<file path="src/rtl/load_arbiter_if.sv">
// Load-bus interface between four directional requesters and load_arbiter.
// The master side drives requests/data; the slave side is the arbiter.
interface load_arbiter_if #(
    parameter int DW = 7
);
    logic [3:0]    req;
    logic [DW-1:0] din_n;
    logic [DW-1:0] din_s;
    logic [DW-1:0] din_e;
    logic [DW-1:0] din_w;
    logic [3:0]    gnt;
    logic [DW-1:0] inc;
    logic          nsig;
    logic          ssig;
    logic          esig;
    logic          wsig;
    logic          clksig;
    logic          busy;

    modport master (
        output req, din_n, din_s, din_e, din_w,
        input  gnt, inc, nsig, ssig, esig, wsig, clksig, busy
    );

    modport slave (
        input  req, din_n, din_s, din_e, din_w,
        output gnt, inc, nsig, ssig, esig, wsig, clksig, busy
    );
endinterface

</file>
<file path="src/rtl/load_arbiter.sv">
// Four-port frame loader: grants each of N/S/E/W once per frame, then commits.
// Define LOAD_ARB_FIXED_PRIO_EN for fixed N>S>E>W priority instead of round-robin.
module load_arbiter #(
    parameter int DW = 7
) (
    input  logic          clk,
    input  logic          rst,
    load_arbiter_if.slave bus
);
    typedef enum logic [1:0] {
        ST_IDLE   = 2'd0,
        ST_LOAD   = 2'd1,
        ST_COMMIT = 2'd2
    } state_t;

    state_t        state_r, state_s;
    logic [3:0]    mask_r, mask_s;
    logic [3:0]    gnt_r, gnt_s;
    logic [DW-1:0] inc_r, inc_s;
    logic          clksig_r, clksig_s;
    logic          busy_r, busy_s;
    logic [3:0]    elig_s;
    logic [1:0]    base_s;
    logic [1:0]    win_idx_s;
    logic          found_s;

    // Priority index: 0 = North .. 3 = West; request bit for index i is 3-i.
`ifdef LOAD_ARB_FIXED_PRIO_EN
    // Fixed priority always starts the search at North.
    always_comb begin
        base_s = 2'd0;
    end
`else
    logic [1:0] ptr_r;

    // Round-robin pointer moves just past the most recent winner.
    always_ff @(posedge clk) begin
        if (rst) begin
            ptr_r <= 2'd0;
        end else if (found_s) begin
            ptr_r <= win_idx_s + 2'd1;
        end else begin
            ptr_r <= ptr_r;
        end
    end

    // Search starts at the round-robin pointer.
    always_comb begin
        base_s = ptr_r;
    end
`endif

    // Winner selection among ports not yet loaded this frame.
    always_comb begin
        logic [1:0] cand;
        cand      = 2'd0;
        found_s   = 1'b0;
        win_idx_s = 2'd0;
        if (state_r != ST_COMMIT) begin
            elig_s = bus.req & ~mask_r;
        end else begin
            elig_s = 4'b0000;
        end
        for (int k = 0; k < 4; k++) begin
            cand = base_s + 2'(k);
            if (!found_s && elig_s[2'd3 - cand]) begin
                found_s   = 1'b1;
                win_idx_s = cand;
            end else begin
                found_s   = found_s;
            end
        end
    end

    // Next-state, mask and registered-output values.
    always_comb begin
        state_s  = state_r;
        mask_s   = mask_r;
        clksig_s = 1'b0;
        gnt_s    = found_s ? (4'b1000 >> win_idx_s) : 4'b0000;
        case (gnt_s)
            4'b1000: inc_s = bus.din_n;
            4'b0100: inc_s = bus.din_s;
            4'b0010: inc_s = bus.din_e;
            4'b0001: inc_s = bus.din_w;
            default: inc_s = {DW{1'b0}};
        endcase
        case (state_r)
            ST_IDLE, ST_LOAD: begin
                if (found_s) begin
                    mask_s  = mask_r | gnt_s;
                    state_s = (mask_s == 4'b1111) ? ST_COMMIT : ST_LOAD;
                end else begin
                    mask_s  = mask_r;
                end
            end
            ST_COMMIT: begin
                clksig_s = 1'b1;
                mask_s   = 4'b0000;
                state_s  = ST_IDLE;
            end
            default: begin
                mask_s  = 4'b0000;
                state_s = ST_IDLE;
            end
        endcase
        busy_s = (mask_s != 4'b0000) || (state_s == ST_COMMIT);
    end

    // State and output registers.
    always_ff @(posedge clk) begin
        if (rst) begin
            state_r  <= ST_IDLE;
            mask_r   <= 4'b0000;
            gnt_r    <= 4'b0000;
            inc_r    <= {DW{1'b0}};
            clksig_r <= 1'b0;
            busy_r   <= 1'b0;
        end else begin
            state_r  <= state_s;
            mask_r   <= mask_s;
            gnt_r    <= gnt_s;
            inc_r    <= inc_s;
            clksig_r <= clksig_s;
            busy_r   <= busy_s;
        end
    end

    assign bus.gnt    = gnt_r;
    assign bus.inc    = inc_r;
    assign bus.nsig   = gnt_r[3];
    assign bus.ssig   = gnt_r[2];
    assign bus.esig   = gnt_r[1];
    assign bus.wsig   = gnt_r[0];
    assign bus.clksig = clksig_r;
    assign bus.busy   = busy_r;
endmodule

</file>
<file path="src/flat_wrapper.sv">
// flat-port wrapper written by rule: the top's interface ports become plain ports
module load_arbiter_flat 
#(
    parameter int DW = 7
)
  (clk, rst, bus_req, bus_din_n, bus_din_s, bus_din_e, bus_din_w, bus_gnt, bus_inc, bus_nsig, bus_ssig, bus_esig, bus_wsig, bus_clksig, bus_busy);
  load_arbiter_if #(.DW(DW)) bus_i ();
  input  logic clk;
  input  logic rst;
  input wire logic [$bits(bus_i.req)-1:0] bus_req;
  input wire logic [$bits(bus_i.din_n)-1:0] bus_din_n;
  input wire logic [$bits(bus_i.din_s)-1:0] bus_din_s;
  input wire logic [$bits(bus_i.din_e)-1:0] bus_din_e;
  input wire logic [$bits(bus_i.din_w)-1:0] bus_din_w;
  output wire logic [$bits(bus_i.gnt)-1:0] bus_gnt;
  output wire logic [$bits(bus_i.inc)-1:0] bus_inc;
  output wire logic [$bits(bus_i.nsig)-1:0] bus_nsig;
  output wire logic [$bits(bus_i.ssig)-1:0] bus_ssig;
  output wire logic [$bits(bus_i.esig)-1:0] bus_esig;
  output wire logic [$bits(bus_i.wsig)-1:0] bus_wsig;
  output wire logic [$bits(bus_i.clksig)-1:0] bus_clksig;
  output wire logic [$bits(bus_i.busy)-1:0] bus_busy;
  assign bus_i.req = bus_req;
  assign bus_i.din_n = bus_din_n;
  assign bus_i.din_s = bus_din_s;
  assign bus_i.din_e = bus_din_e;
  assign bus_i.din_w = bus_din_w;
  assign bus_gnt = bus_i.gnt;
  assign bus_inc = bus_i.inc;
  assign bus_nsig = bus_i.nsig;
  assign bus_ssig = bus_i.ssig;
  assign bus_esig = bus_i.esig;
  assign bus_wsig = bus_i.wsig;
  assign bus_clksig = bus_i.clksig;
  assign bus_busy = bus_i.busy;
  load_arbiter #(.DW(DW)) u_core (.clk(clk), .rst(rst), .bus(bus_i));
endmodule
</file>
<file path="config.mk">
export PLATFORM = sky130hd
export DESIGN_NAME = load_arbiter_flat
export DESIGN_NICKNAME = d
export VERILOG_FILES = /design/src/rtl/load_arbiter_if.sv /design/src/rtl/load_arbiter.sv /design/src/flat_wrapper.sv
export SDC_FILE = /design/constraint.sdc
export NUM_CORES = 1
export LEC_CHECK = 0
export ABC_AREA = 1
export CAP_MARGIN = 0
export CORE_ASPECT_RATIO = 2
export CORE_MARGIN = 8
export CORE_UTILIZATION = 46
export DETAILED_ROUTE_END_ITERATION = 8
export PLACE_DENSITY = 0.93
export SETUP_SLACK_MARGIN = 0.2
export SYNTH_ARGS = -nofsm -noshare
export SYNTH_HDL_FRONTEND = slang
export SYNTH_SLANG_ARGS = --single-unit
</file>
<file path="constraint.sdc">
create_clock -name clk -period 7.2 [get_ports clk]
set_input_delay 1.44 -clock clk [delete_from_list [all_inputs] [get_ports clk]]
set_output_delay 1.44 -clock clk [all_outputs]
set_load 0.02 [all_outputs]
</file>
==> results of run 1 <==
[layout by cell type, fill, tap and decap left out, types with 2 or more instances in the layout]
cell type,count
clkbuf_8,3
nand2_2,5
clkdlybuf4s50_1,50
nand4_1,2
inv_1,17
nor2_2,2
dfxtp_1,21
nand3_1,44
ha_1,4
o21ai_2,3
nand2_1,32
nor2_1,32
a21oi_1,6
[per-stage QoR]
step | std cells | power (mW) | hold WS [ns] | area [µm²]
after floorplan | 187 | 0.775 | 0.451 | 1280
after global placement | 257 | 0.896 | 0.463 | 1750
after detailed placement | 257 | 0.921 | 0.468 | 1750
after CTS | 261 | 1.01 | 0.483 | 1790
after global routing | 261 | 1.12 | 0.504 | 1790
final | 261 | 1.01 | 0.486 | 1790
[power by group]
part           switching [mW]  internal (mW)  total, mW
logic                   0.502          0.249      0.752
clock network          0.0411         0.0386     0.0797
registers              0.0238          0.153      0.176
[routing by layer]
metal	global-route usage (%)	part of all wire, %
met5	0	0
met1	14.8	32
met3	4.46	6.2
met4	8.69	4.0
met2	31.3	58
[cell families (layout without fill, tap and decap cells)]
| logic type | count (synthesis) | count (layout) | synth area share, % |
|---|---|---|---|
| XOR/XNOR | 2 | 2 | 2.54 |
| flip-flops | 21 | 21 | 32.9 |
| adder cells (fa/ha/maj) | 4 | 4 | 3.91 |
| buffers and inverters | 27 | 72 | 10.8 |
| AND/OR/NAND/NOR | 120 | 120 | 43.3 |
| AO/OA/AOI/OAI | 13 | 13 | 6.56 |
[how the worst max path moves through the flow]
| stage | to | slack, ns | cells after the start |
|---|---|---|---|
| floorplan | u_core.bus.inc[5] | 3.79 | 16 |
| global placement | u_core.bus.inc[5] | 3.03 | 20 |
| detailed placement | u_core.bus.inc[1] | 2.89 | 16 |
| CTS | u_core.bus.inc[4] | 3.17 | 16 |
| global route | u_core.bus.inc[1] | 2.77 | 20 |
| finish | u_core.bus.inc[2] | 3.16 | 16 |
[critical path: cells and delay by family]
| family | cells | cell delay, ns |
|---|---|---|
| compound gates | 3 | 0.96 |
| simple gates | 9 | 0.97 |
| buf+inv | 3 | 0.60 |
| fa+ha+maj | 1 | 0.25 |
[area by class of cell]
cell class / count / area (µm²) / share of cell area [%]
Clock buffer: 3 / 41.3 / 2.30
Clock inverter: 1 / 5.00 / 0.279
Inverter: 18 / 70.1 / 3.91
Multi-Input combinational cell: 139 / 721 / 40.2
Sequential cell: 21 / 420 / 23.4
Tap cell: 29 / 36.3 / 2.02
Timing Repair Buffer: 50 / 500 / 27.9
[registers in the layout (all words and copies together), names as in the netlist]
name	flops
u_core.bus.inc	7
u_core.state_r	2
u_core.bus.gnt	4
u_core.mask_r	4
u_core.bus.clksig	1
u_core.bus.busy	1
u_core.base_s	2
==> summary.md, run 1 <==
| Metric | Value |
|---|---|
| Rel. slew slack | 61.1% |
| Hold EP | u_core.mask_r[1] |
| Initial antenna violation count | 0 |
| Hold-fix buffers at CTS | 0 |
| Number of diodes | 0 |
| Max incr delay on CP | 0.47 ns |
| Worst Skew | 0.0110 ns |
| Critical Path Source | bus_req[3] |
| RR Endpoint | u_core.bus.inc[2] |
| Grt total ovfl | 0 |
| Vias | 1395 |
| CP Capture Type | register |
| CP arrival | 4.23 ns |
| Syn_nets | 225 |
| Reg2reg setup slack | 4.15 ns |
| DIE AREA | 4830 µm² |
| Final setup fails | 0 |
| Routed len/inst | 13.9 µm |
| Post-synth top flop | dfxtp_1 |
| Slew Viols, Final | 0 |
| R2r startpoint | u_core.base_s[0] |
| Yosys top cell area share | 32.9% |
| TNS Setup | 0 ns |
| CTS max path bufs | 2 |
| First-pass GRT wire length | 6.38 mm |
| Pleak | 0.832 nW |
| Detailed Route Iter0 Violations | 32 |
| Row count | 27 |
| RSZ-0062 raised after global routing | false |
| Initial core utilization | 47.3% |
| Hold path startpoint | u_core.mask_r[1] |
| Fin. Hold Viols | 0 |
| Synth area leader | dfxtp_1 |
| Critical-path top delay cell | o21ai_2 |
| Antenna viol nets, final | 0 |
| Mapped Cells | 187 |
| Number of synthesized flops with an enable pin | 0 |
| Setup crit start kind | input pin |
| Clock buffer count from CTS | 3 |
| DRC Markers | 0 |
| CP Max Fanout | 14 |
| # clock sinks | 21 |
| Vias per cell | 5.34 |
| Crit Path Class | in -> reg |
| Worst-Margin Slew | 0.582 ns |
| Fraction of registers with async set/reset | 0% |
| Top post-synthesis cells by area | dfxtp_1 (33%), nand3_1 (17%), nand2_1 (9.4%) |
| Final Routed Wirelength | 3.64 mm |
| Port Buffers | 50 |
| Die height | 90.6 µm |
| Pwr Density | 562 nW/µm² |
| Period utilization | 56.1% |
| Synth warn | 0 |
| Worst-path cell chain | clkdlybuf4s50_1 -> inv_1 -> nor2_1 -> nand3_1 -> nand3_1 -> nand2_2 -> o311ai_0 -> nand2_1 -> o21ai_0 -> inv_1 -> ha_1 -> o21ai_2 -> nand3_1 -> nand2_1 -> nor2_1 -> nor2_1 |
| Worst R2R Path Depth | 15 |
| Core region area | 2700 µm² |
| Share of cells above drive strength 1 | 8.19% |
| Post-Syn Area | 1280 µm² |
| Hold path cells | 2 |
| Post-cts sizing count | 0 |
| CTS root buffer | clkbuf_8 |
| Critical path required time | 7.40 ns |
| Top cells by count, synth | nand3_1 (44), nand2_1 (32), nor2_1 (32), dfxtp_1 (21), inv_1 (17) |
| RD Place Congestion | 0.918 |
| Largest net degree at the start of global routing | 16 |
| Vias in the first global route | 1491 |
| #FFs+latches synth | 21 |
| TritonCTS clock tree | done |
| Drt pass-1 iters | 4 |
| Post-CTS setup buffers | 0 |
| Max_cap viols | 0 |
| Status | complete, no violations |
| GRT Total Usage | 16.8% |
| Fin crit period | 4.04 ns |
| Achievable Freq | 248 MHz |
| Seq/Total Area, Yosys | 32.9% |
| Distinct cells, synth | 24 |
| Fin nets | 271 |
| Worst-Skew Late Latency | 0.27 ns |
| Clock transition at path regs | 0.09 ns |
| Filler cells | 225 |
| Top-count cell post-synth | nand3_1 |
| Top-Level Pins | 51 |
| DP HPWL | 3.06 mm |
| VDD IR max | 0.000429 V |
| Setup WS post-layout | 3.16 ns |
| Area Growth Syn to Fin | 40.3% |
| Htree depth | 1 |
| Core Util, Final | 66.4% |
| HP Class | reg -> reg |
| Pre-CTS setup slack | 2.89 ns |
| Die Wd | 53.3 µm |
| Syn Area/Cell | 6.84 µm² |
Note: power is estimated with default switching activity, not from simulation.
==> run 2: changes to the inputs <==
--- a/config.mk
+++ b/config.mk
@@ -9,9 +9,9 @@
 export CAP_MARGIN = 0
 export CORE_ASPECT_RATIO = 2
 export CORE_MARGIN = 8
-export CORE_UTILIZATION = 46
+export CORE_UTILIZATION = 43
 export DETAILED_ROUTE_END_ITERATION = 8
-export PLACE_DENSITY = 0.93
+export PLACE_DENSITY = 0.89
 export SETUP_SLACK_MARGIN = 0.2
 export SYNTH_ARGS = -nofsm -noshare
 export SYNTH_HDL_FRONTEND = slang
==> constraint.sdc (replaced) <==
create_clock -name clk -period 4 [get_ports clk]
set_input_delay 0.8 -clock clk [delete_from_list [all_inputs] [get_ports clk]]
set_output_delay 0.8 -clock clk [all_outputs]
set_load 0.02 [all_outputs]
==> run 2 against run 1 <==
Compared with the run above:
- cell count rose by 0.38%
- register-to-register slack got worse by 3.2 ns
- flip-flop and latch count did not move
- largest power group unchanged
- worst setup slack got worse by 2.5 ns
- via count fell by 1.4%
- critical path depth did not move
- non-clock buffer count did not move
- cell area barely moved
- combinational power rose by 80%
- largest cell class unchanged
==> summary.md, run 2 (same netlist as run 1, synthesis figures left out) <==
| Metric | Value |
|---|---|
| CP Max Fanout | 14 (unchanged) |
| Vias in the first global route | 1509 (+1.2%) |
| DIE AREA | 5080 µm² (+5.3%) |
| VDD IR max | 0.000923 V (+110%) |
| DRC Markers | 0 (unchanged) |
| Grt total ovfl | 0 (unchanged) |
| Comb pwr share | 74.6% (about the same) |
| TritonCTS clock tree | done |
| Final setup fails | 0 (unchanged) |
| Row count | 28 (+3.7%) |
| Post-CTS setup buffers | 0 (unchanged) |
| First-pass GRT wire length | 6.41 mm (+0.55%) |
| Worst-path cell chain | clkdlybuf4s50_1 -> inv_1 -> nor2_1 -> nand3_1 -> nand3_1 -> nand2_2 -> o311ai_0 -> nand2_1 -> o21ai_0 -> inv_1 -> ha_1 -> o21ai_2 -> nand3_1 -> nand2_1 -> nor2_1 -> nor2_1 |
| Vias per cell | 5.25 (-1.7%) |
| Most frequent cells in the layout | clkdlybuf4s50_1 (50), nand3_1 (44), nor2_1 (32), nand2_1 (32), dfxtp_1 (21) |
| Worst-Skew Late Latency | 0.27 ns (about the same) |
| Commonest non-fill, non-tap cell in the layout | clkdlybuf4s50_1 |
| Fin nets | 271 (unchanged) |
| HP Class | reg -> reg |
| CTS max path bufs | 2 (unchanged) |
| Post-cts sizing count | 0 (unchanged) |
| Max_cap viols | 0 (unchanged) |
| CP Capture Type | register |
| Sequential power share | 17.5% (about the same) |
| Critical-path top delay cell | o21ai_2 |
| Hold-fix buffers at CTS | 0 (unchanged) |
| RD Place Congestion | 0.866 (-5.7%) |
| Htree depth | 1 (unchanged) |
| Rel. slew slack | 62.3% (+1.2 points) |
| CTS root buffer | clkbuf_8 |
| Number of diodes | 0 (unchanged) |
| Fin. Hold Viols | 0 (unchanged) |
| Worst Skew | 0.00307 ns (-0.00795 ns) |
| TNS Setup | 0 ns (unchanged) |
| Crit Path Class | in -> reg |
| Share of cells above drive strength 1 | 8.19% (unchanged) |
| Period utilization | 84.2% |
| Initial antenna violation count | 0 (unchanged) |
| Initial core utilization | 44.0% (-3.3 points) |
| P_int | 793 µW (+80%) |
| Area Growth Syn to Fin | 40.4% (about the same) |
| Clock power share | 7.9% (about the same) |
| # clock sinks | 21 (unchanged) |
| Fin crit period | 3.37 ns |
| Die Wd | 54.6 µm (+2.4%) |
| Antenna viol nets, final | 0 (unchanged) |
| Pleak | 0.832 nW (unchanged) |
| GRT Total Usage | 16.4% (-0.42 points) |
| Status | complete, no violations |
| Filler cells | 260 (+16%) |
| Switching Share | 56.3% (about the same) |
| Clock transition at path regs | 0.08 ns (about the same) |
| Largest net degree at the start of global routing | 16 (unchanged) |
| Largest register FFs | 7 (unchanged) |
| DP HPWL | 3.19 mm (+4.1%) |
| Port Buffers | 50 (unchanged) |
| Setup crit start kind | input pin |
| Routed len/inst | 14.2 µm (+1.9%) |
| Clock buffer count from CTS | 3 (unchanged) |
| Die height | 93.1 µm (+2.8%) |
| CP arrival | 3.57 ns (-0.66 ns) |
| Max incr delay on CP | 0.46 ns (about the same) |
| Drt pass-1 iters | 4 (unchanged) |
| Vias | 1376 (-1.4%) |
| RSZ-0062 raised after global routing | false |
| Worst-Margin Slew | 0.564 ns (-0.0179 ns) |
| Sw power | 1.02 mW (+80%) |
| Final Power | 1.81 mW (+80%) |
| Final Routed Wirelength | 3.72 mm (+2.3%) |
| Slew Viols, Final | 0 (unchanged) |
| Top-Level Pins | 51 (unchanged) |
| Pwr Density | 1010 nW/µm² (+80%) |
| Core region area | 2910 µm² (+7.6%) |
| Achievable Freq | 297 MHz |
| Detailed Route Iter0 Violations | 41 (+28%) |
| Critical path required time | 4.20 ns (-3.20 ns) |
[run 2: final timing paths]
check,start,endpoint,slack (ns),cells past startpoint
min,u_core.mask_r[1],u_core.mask_r[1],0.48,2
max reg2reg,u_core.base_s[0],u_core.bus.inc[0],0.99,15
max,bus_req[1],u_core.bus.inc[0],0.63,16
min reg2reg,u_core.mask_r[1],u_core.mask_r[1],0.48,2
[run 2: power groups by stage]
stage               sequential [mW]  combinational [mW]  clock (mW)
detailed placement            0.322                1.34           0
floorplan                     0.331                1.06           0
global placement              0.320                1.31           0
CTS                           0.317                1.35       0.144
finish                        0.317                1.35       0.144
global route                  0.325                1.52       0.154
[run 2: through the flow]
step	hold slack (ns)	std cells	utilization, %	setup slack [ns]	instance area (µm²)
floorplan	0.451	187	-	1.23	1280
global placement	0.464	258	60.2	0.464	1750
detailed placement	0.476	258	60.2	0.356	1750
CTS	0.488	262	61.7	0.635	1800
global route	0.518	262	61.7	0.246	1800
finish	0.484	262	61.7	0.634	1800
[run 2: worst max-delay path: cells and delay by family]
kind	cells	cell delay (ns)
AO/OA/AOI/OAI	3	0.93
buffers and inverters	3	0.60
adder cells (fa/ha/maj)	1	0.25
AND/OR/NAND/NOR	9	0.97
[run 2: final cells by class]
| class | instances | area, µm² | area share [%] |
|---|---|---|---|
| Clock buffer | 3 | 41.3 | 2.30 |
| Clock inverter | 1 | 5.00 | 0.279 |
| Inverter | 18 | 70.1 | 3.90 |
| Multi-Input combinational cell | 139 | 721 | 40.1 |
| Sequential cell | 21 | 420 | 23.4 |
| Tap cell | 30 | 37.5 | 2.09 |
| Timing Repair Buffer | 50 | 500 | 27.9 |
[run 2: metal layers]
layer	part of all wire [%]	vias up	GRT usage (%)	wire, µm
met3	5.3	9	3.34	196
met2	60	49	32.1	2230
met4	3.5	0	8.06	131
met1	31	625	13.8	1160
li1	-	693	-	-
met5	0	-	0	0
